**config.mk**
```make
export PLATFORM = sky130hd
export DESIGN_NAME = apb_mem_slave_wait_flat
export DESIGN_NICKNAME = d
export VERILOG_FILES = /design/src/rtl/apb_mem_pkg.sv /design/src/rtl/apb_mem_slave_wait_if.sv /design/src/rtl/apb_mem_array.sv /design/src/rtl/apb_mem_slave_wait.sv /design/src/flat_wrapper.sv
export SDC_FILE = /design/constraint.sdc
export NUM_CORES = 1
export LEC_CHECK = 0
export ABC_CLOCK_PERIOD_IN_PS = 3920
export BUFFER_PORTS_ARGS = -buffer_cell sky130_fd_sc_hd__buf_2
export CAP_MARGIN = 20
export CORE_MARGIN = 1
export CORE_UTILIZATION = 65
export DETAILED_ROUTE_END_ITERATION = 16
export GPL_TIMING_DRIVEN = 0
export PLACE_DENSITY = 0.86
export SLEW_MARGIN = 25
export SYNTH_ARGS = -nofsm -noshare
export SYNTH_HDL_FRONTEND = slang
export SYNTH_HIERARCHICAL = 1
export SYNTH_SLANG_ARGS = --single-unit
```
**constraint.sdc**
```tcl
create_clock -name clk -period 3.92 [get_ports clk]
set_input_delay 0.784 -clock clk [delete_from_list [all_inputs] [get_ports clk]]
set_output_delay 0.784 -clock clk [all_outputs]
set_load 0.01 [all_outputs]
```
**src/rtl/apb_mem_pkg.sv**
```systemverilog
// Shared types and constants for the APB4 memory slave with programmable wait states.
package apb_mem_pkg;

  typedef enum logic {
    IDLE   = 1'b0,
    ACCESS = 1'b1
  } apb_state_t;

  localparam int WAIT_MAX = 15;
  localparam int CNT_W    = 4;

  function automatic int strb_width(input int data_w);
    return data_w / 8;
  endfunction

endpackage

```
**src/rtl/apb_mem_slave_wait_if.sv**
```systemverilog
// APB4 completer-side bus bundle; the master modport drives requests, the slave modport answers.
interface apb_mem_slave_wait_if #(
  parameter int ADDR_W = 4,
  parameter int DATA_W = 8
);

  logic                  PSEL;
  logic                  PENABLE;
  logic                  PWRITE;
  logic [ADDR_W-1:0]     PADDR;
  logic [DATA_W-1:0]     PWDATA;
  logic [DATA_W/8-1:0]   PSTRB;
  logic [DATA_W-1:0]     PRDATA;
  logic                  PREADY;
  logic                  PSLVERR;

  modport master (
    output PSEL, PENABLE, PWRITE, PADDR, PWDATA, PSTRB,
    input  PRDATA, PREADY, PSLVERR
  );

  modport slave (
    input  PSEL, PENABLE, PWRITE, PADDR, PWDATA, PSTRB,
    output PRDATA, PREADY, PSLVERR
  );

endinterface

```
**src/rtl/apb_mem_array.sv**
```systemverilog
// DEPTH x DATA_W word store with byte-lane write strobes and an unregistered read port.
module apb_mem_array
  import apb_mem_pkg::*;
#(
  parameter int ADDR_W = 4,
  parameter int DATA_W = 8,
  parameter int DEPTH  = 16
) (
  input  logic                            clk,
  input  logic                            rst,
  input  logic                            we,
  input  logic [ADDR_W-1:0]               addr,
  input  logic [DATA_W-1:0]               wdata,
  input  logic [strb_width(DATA_W)-1:0]   strb,
  output logic [DATA_W-1:0]               rdata
);

  localparam int STRB_W = strb_width(DATA_W);
  localparam int IDX_W  = (DEPTH > 1) ? $clog2(DEPTH) : 1;

  logic [DATA_W-1:0] mem [DEPTH];
  logic [IDX_W-1:0]  idx;
  logic              in_range;

  assign idx      = addr[IDX_W-1:0];
  assign in_range = ({1'b0, addr} < (ADDR_W+1)'(DEPTH));
  assign rdata    = in_range ? mem[idx] : '0;

  // NOTE: clearing every word on reset forces this store into flops rather than
  // a RAM macro; acceptable here because the cleared-after-reset contents are
  // visible to software.
  always_ff @(posedge clk) begin
    if (rst) begin
      for (int i = 0; i < DEPTH; i++) mem[i] <= '0;
    end else if (we && in_range) begin
      for (int b = 0; b < STRB_W; b++) begin
        if (strb[b]) mem[idx][8*b +: 8] <= wdata[8*b +: 8];
      end
    end
  end

endmodule

```
**src/rtl/apb_mem_slave_wait.sv**
```systemverilog
// APB4 memory slave: setup/access FSM, wait-state counter, out-of-range error flag and registered read data.
module apb_mem_slave_wait
  import apb_mem_pkg::*;
#(
  parameter int ADDR_W      = 4,
  parameter int DATA_W      = 8,
  parameter int DEPTH       = 16,
  parameter int WAIT_STATES = 0
) (
  input  logic                 clk,
  input  logic                 rst,
  apb_mem_slave_wait_if.slave  apb
);

  localparam int WS = (WAIT_STATES > WAIT_MAX) ? WAIT_MAX : WAIT_STATES;

  apb_state_t        state;
  logic [CNT_W-1:0]  cnt;
  logic              err;
  logic [DATA_W-1:0] rdata;
  logic [DATA_W-1:0] rd_word;
  logic              addr_err;
  logic              ready;
  logic              wr_en;

  assign addr_err = ({1'b0, apb.PADDR} >= (ADDR_W+1)'(DEPTH));

  // PREADY decodes registered state only, so no input reaches it combinationally.
  assign ready = (state == ACCESS) && (cnt == CNT_W'(WS));
  assign wr_en = ready && apb.PSEL && apb.PENABLE && apb.PWRITE && !err;

  assign apb.PRDATA  = rdata;
  assign apb.PREADY  = ready;
  assign apb.PSLVERR = ready && err;

  apb_mem_array #(
    .ADDR_W (ADDR_W),
    .DATA_W (DATA_W),
    .DEPTH  (DEPTH)
  ) u_array (
    .clk   (clk),
    .rst   (rst),
    .we    (wr_en),
    .addr  (apb.PADDR),
    .wdata (apb.PWDATA),
    .strb  (apb.PSTRB),
    .rdata (rd_word)
  );

  // NOTE: sequential state uses non-blocking assignments so every register
  // samples pre-edge values regardless of statement order.
  always_ff @(posedge clk) begin
    if (rst) begin
      state <= IDLE;
      cnt   <= '0;
      err   <= 1'b0;
      rdata <= '0;
    end else begin
      case (state)
        IDLE: begin
          // PSEL with PENABLE already high has no setup phase and is ignored.
          if (apb.PSEL && !apb.PENABLE) begin
            state <= ACCESS;
            cnt   <= '0;
            err   <= addr_err;
            if (!apb.PWRITE) rdata <= addr_err ? '0 : rd_word;
          end
        end
        ACCESS: begin
          if (!apb.PSEL) begin
            state <= IDLE;
          end else if (apb.PENABLE) begin
            if (ready) state <= IDLE;
            else       cnt   <= cnt + 1'b1;
          end
        end
        default: state <= IDLE;
      endcase
    end
  end

endmodule

```
**src/flat_wrapper.sv**
```systemverilog
// flat-port wrapper written by rule: the top's interface ports become plain ports
module apb_mem_slave_wait_flat import apb_mem_pkg::*;
#(
  parameter int ADDR_W      = 4,
  parameter int DATA_W      = 8,
  parameter int DEPTH       = 16,
  parameter int WAIT_STATES = 0
)
  (clk, rst, apb_PSEL, apb_PENABLE, apb_PWRITE, apb_PADDR, apb_PWDATA, apb_PSTRB, apb_PRDATA, apb_PREADY, apb_PSLVERR);
  apb_mem_slave_wait_if #(.ADDR_W(ADDR_W), .DATA_W(DATA_W)) apb_i ();
  input  logic clk;
  input  logic rst;
  input wire logic [$bits(apb_i.PSEL)-1:0] apb_PSEL;
  input wire logic [$bits(apb_i.PENABLE)-1:0] apb_PENABLE;
  input wire logic [$bits(apb_i.PWRITE)-1:0] apb_PWRITE;
  input wire logic [$bits(apb_i.PADDR)-1:0] apb_PADDR;
  input wire logic [$bits(apb_i.PWDATA)-1:0] apb_PWDATA;
  input wire logic [$bits(apb_i.PSTRB)-1:0] apb_PSTRB;
  output wire logic [$bits(apb_i.PRDATA)-1:0] apb_PRDATA;
  output wire logic [$bits(apb_i.PREADY)-1:0] apb_PREADY;
  output wire logic [$bits(apb_i.PSLVERR)-1:0] apb_PSLVERR;
  assign apb_i.PSEL = apb_PSEL;
  assign apb_i.PENABLE = apb_PENABLE;
  assign apb_i.PWRITE = apb_PWRITE;
  assign apb_i.PADDR = apb_PADDR;
  assign apb_i.PWDATA = apb_PWDATA;
  assign apb_i.PSTRB = apb_PSTRB;
  assign apb_PRDATA = apb_i.PRDATA;
  assign apb_PREADY = apb_i.PREADY;
  assign apb_PSLVERR = apb_i.PSLVERR;
  apb_mem_slave_wait #(.ADDR_W(ADDR_W), .DATA_W(DATA_W), .DEPTH(DEPTH), .WAIT_STATES(WAIT_STATES)) u_core (.clk(clk), .rst(rst), .apb(apb_i));
endmodule
```
# Word level (Yosys, flattened, before mapping)
# Memories as Yosys holds them, arrays and structs flattened. A register that Yosys moved wholly into a read port is not among the register bits.
# Cells that the tools add are included.
word_totals:
  regBits: 5
  latch_bits: 0
  ramBits: 128
  romBits: 0
  inputBits: 18
  output_inout_bits: 10
  wordCells: 39
  n_memories: 1
mem_list:
  columns: ["name", "words", "width", "rd", "rd_ports_with_merged_regs", "write_ports", "line", "text"]
  rows:
  - ["u_core.u_array.mem", 16, 8, 1, 1, 16, "apb_mem_array.sv:21", "logic [DATA_W-1:0] mem [DEPTH];"]
classes:
  add_sub_neg: 1
  mul: 0
  n_div: 0
  magnitude_cmp: 0
  n_eq_ne: 4
  n_shift: 0
  muxes: 19
  n_bitwise: 2
  n_reduce_logical: 10
op_table:
  columns: ["op", "count"]
  rows:
  - ["$mux 4", 5]
  - ["$mux 1", 11]
  - ["$mux 8", 1]
  - ["$pmux 4 s2", 1]
  - ["$reduce_or 8->1", 1]
  - ["$ne 2x2->1 const B", 3]
  - ["$logic_and 1x1->1", 5]
  - ["$add 4x1->4 const B", 1]
  - ["$logic_not 4->1", 1]
  - ["$reduce_and 4->1", 1]
  - ["$reduce_and 3->1", 1]
  - ["$ne 2x1->1 const B", 1]
  - ["$not 1->1", 2]
  - ["$pmux 1 s2", 1]
  - ["$logic_not 1->1", 1]

# Logic depth before layout (Yosys ltp)
depth:
  depth_word: 10
  depth_mapped: 9
  mapped_depth_nobuf: 7

# By module
# The synthesis kept the hierarchy.
modules_own_cells:
  columns: ["mod", "instances", "cells_per_inst", "area_per_inst_um2", "seq_area_each_um2"]
  rows:
  - ["apb_mem_array", 1, 409, 5804.3, 3843.7]
  - ["apb_mem_slave_wait", 1, 80, 658.1, 260.2]

# Least setup slack after synthesis
# Ideal clock, no wire load.
synth_timing:
  kind: "input to register"
  startpoint: "input port apb_PENABLE"
  endpoint: "memory u_core.u_array.mem[14][0], enable pin"
  setup_time_ps: 375
  arrival_time_ps: 2275
  required_time_ps: 3545
  slack_ps: 1270
  path_stages: 7
  n_path_buf: 2
  cell_sequence: "buf_4 and3_2 and3_1 nand3b_1 or3_1 buf_2 o21bai_1"
synth_rtl:
  columns: ["element", "line", "text"]
  rows:
  - ["start, declared", "flat_wrapper.sv:14", "input wire logic [$bits(apb_i.PENABLE)-1:0] apb_PENABLE;"]
  - ["end, declared", "apb_mem_array.sv:21", null]

==> run_results.csv <==
group,metric,value,unit
cts,ctsHoldBuffers,0,
sta,hold_viol,0,
floorplanning,start_util,0.6673,
yosys,yosys_register_bits,141,
setup_path,cp.arrival,3.34,ns
floorplanning,core,9684,um2
yosys,yosys_warnings,6,
setup_path,cp-end-kind,"register",
placed_design,port_buffers,24,
global_routing,grt_use_total,0.3451,
global_routing,grt_max_degree,17,
yosys,syn-instance-count,489,
setup_path,path_class,"reg -> reg",
sta,fmax,313.9,MHz
setup_path,path_buf_inv,2,
global_routing,grt_antenna_before_repair,0,
pwr,vdd_ir_drop_max,382.0,uV
cts,cts_tree,"yes",
hold_path,hp-class,"reg -> reg",
sta,tns,0,ns
finish,diodes,0,
cts,cts_buffers,17,
floorplanning,die_h,101.7,um
cts,clk_pin_slew,0.06,ns
yosys,netlist_area,6462,um2
cts,ctsLongestPathBuffers,2,
cts,postCtsSetupBuffers,0,
global_routing,grt_pass1_vias,4506,
setup_path,rr_worst_depth,8,
cts,clk_latency,0.53,ns
finish,syn2layout_area_growth,14.00,%
finish,drive_gt1_frac,0.1982,
setup_path,r2r-end,"u_core/u_array/mem[2][0]",
setup_path,cp_num_cells,8,
setup_path,regToRegStartpoint,"u_core/cnt[0]",
sta,period_needed,3.186,ns
finish,stdcell_count,678,
setup_path,critical-path-top-delay-family,"simple AND/OR/NAND/NOR gates",
finish,seq_area,4104,um2
cts,cts_root_buf,"clkbuf_8",
route,dr_total_vias,4438,
setup_path,critPathCapture,"u_core/u_array/mem[2][0]",
setup_path,required,4.07,ns
finish,multiInputGateArea,2068,um2
finish,final_cell_mix,"nor2_1, edfxtp_1, nand2_1",
finish,final_common_cell,"nor2_1",
floorplanning,io-pin-count,28,
setup_path,reg2reg_slack,0.73,ns
cts,cts_htree_levels,4,
route,antenna_left,0,
route,first_iter_violations,574,
sta,worst_pin_slew,1.030,ns
setup_path,crit_fanout,9,
yosys,synth.net_count,509,
sta,finalMaxSlewViolations,0,
route,vias_per_cell,6.546,
setup_path,max_stage_delay,0.82,ns
placed_design,routabilityCongestion,0.8715,
sta,min_period_over_period,0.8127,
setup_path,startpoint,"u_core/cnt[0]",
sta,final-setup-viol-count,0,
sta,fin_skew,0.006593,ns
placed_design,placed_cells,646,
setup_path,cp-start-kind,"register",
sta,max_slew_margin,0.3118,
run,maxCapViolCount,0,
route,finalWirelength,16050,um
cts,cts_sinks,141,
route,drc,0,
run_status,outcome,"completed",
setup_path,crit_chain,"inv_1, ha_1, nor3b_1, and3_1, nand3b_1, or3_1, buf_2, o21bai_1",
floorplanning,die_area,10340,um2
yosys,synth_cell_types,39,
setup_path,slowest_stage,"o21bai_1",
floorplanning,dieWidth,101.7,um
route,wire_per_inst,23.67,um
route,firstDrtPassIters,6,
finish,fillCellCount,559,
pwr,power_density,491.4,nW/um2
yosys,seq_area_frac_synth,0.6350,
cts,ctsResizeCount,0,
yosys,syn_area_per_cell,13.22,um2
global_routing,grt_remaining_overflow,0,
global_routing,grt_pass1_wl,24340,um
finish,nets,552,
pwr,power.leakage,0.002593,uW
placed_design,hpwl,10010,um
sta,rsz0062_at_grt,"no",
floorplanning,rows,36,
[where the power goes]
group | total (uW) | switching [uW] | internal (uW)
combinational | 232 | 144 | 87.5
sequential | 1710 | 17.5 | 1690
clock | 1680 | 592 | 1090
[per-stage QoR]
step	setup WS, ns	util	hold slack (ns)	power (uW)	area [um2]
floorplan	1.270	-	0.4805	1877	6462
global placement	0.6743	0.6969	0.4424	1947	6749
detailed placement	0.6408	0.6969	0.4467	1957	6749
CTS	0.8191	0.7607	0.4551	3622	7367
global route	0.6370	0.7607	0.4668	3712	7367
finish	0.7342	0.7607	0.4529	3620	7367
[per-layer routing]
layer	up-vias	GRT usage	wire length, um
li1	1868	-	-
met1	2108	0.4365	5484
met2	382	0.5489	7950
met3	80	0.08282	1914
met4	0	0.2029	696
met5	-	0	0
[synthesized netlist by cell type (all sizes together)]
master	instances	area share
nor2	131	0.076
edfxtp	128	0.59
nand2	61	0.035
mux4	32	0.12
buf	29	0.037
a22oi	16	0.019
dfxtp	13	0.040
a21oi	11	0.0085
a21o	8	0.0093
clkbuf	8	0.0046
o21bai	8	0.0093
inv	5	0.0029
nand2b	4	0.0039
nand3	4	0.0031
nor2b	3	0.0029
or3	3	0.0029
or3b	3	0.0041
and3	2	0.0021
ha	2	0.0039
o211ai	2	0.0023
or2	2	0.0019
or4b	2	0.0031
a211oi	1	0.0012
a31oi	1	0.00097
and2	1	0.00097
conb	1	0.00058
nand3b	1	0.0012
nand4b	1	0.0014
nor3	1	0.00077
nor3b	1	0.0012
nor4b	1	0.0037
o221ai	1	0.0014
o2bb2ai	1	0.0014
o32ai	1	0.0014
[flip-flops by register name (all words and copies together), names as in the netlist]
| signal | count |
|---|---|
| u_core/u_array/mem | 128 |
| u_core/apb.PRDATA | 8 |
| u_core/cnt | 4 |
| u_core/state | 1 |
[cells by family after synthesis]
family / Yosys count / synth area share
simple gates: 221 / 0.1446
fa+ha+maj: 2 / 0.003872
buf+inv: 42 / 0.04492
mux: 32 / 0.1167
other cells: 1 / 0.0005803
compound gates: 50 / 0.05421
flops: 141 / 0.6350
[tightest hold or removal path, delay by kind of cell, from the launching register on]
kind	cells	cell delay [ns]
AO/OA/AOI/OAI	1	0.05
AND/OR/NAND/NOR	1	0.05
flip-flops	1	0.31
[layout make-up]
class | instances | area share
Sequential cell | 141 | 0.5571
Multi-Input combinational cell | 306 | 0.2807
Clock buffer | 19 | 0.05723
Buffer | 37 | 0.03685
Clock inverter | 13 | 0.02666
Tap cell | 133 | 0.02259
Timing Repair Buffer | 24 | 0.01630
Inverter | 5 | 0.002548
[worst min-delay path by stage]
stage / startpoint / endpoint / depth (start not counted)
floorplan: u_core/apb.PRDATA[0] / u_core/apb.PRDATA[0] / 2
global placement: u_core/apb.PRDATA[6] / u_core/apb.PRDATA[6] / 2
detailed placement: u_core/apb.PRDATA[4] / u_core/apb.PRDATA[4] / 2
CTS: u_core/apb.PRDATA[4] / u_core/apb.PRDATA[4] / 2
global route: u_core/apb.PRDATA[4] / u_core/apb.PRDATA[4] / 2
finish: u_core/apb.PRDATA[4] / u_core/apb.PRDATA[4] / 2
Note: power is estimated with default switching activity, not from simulation.
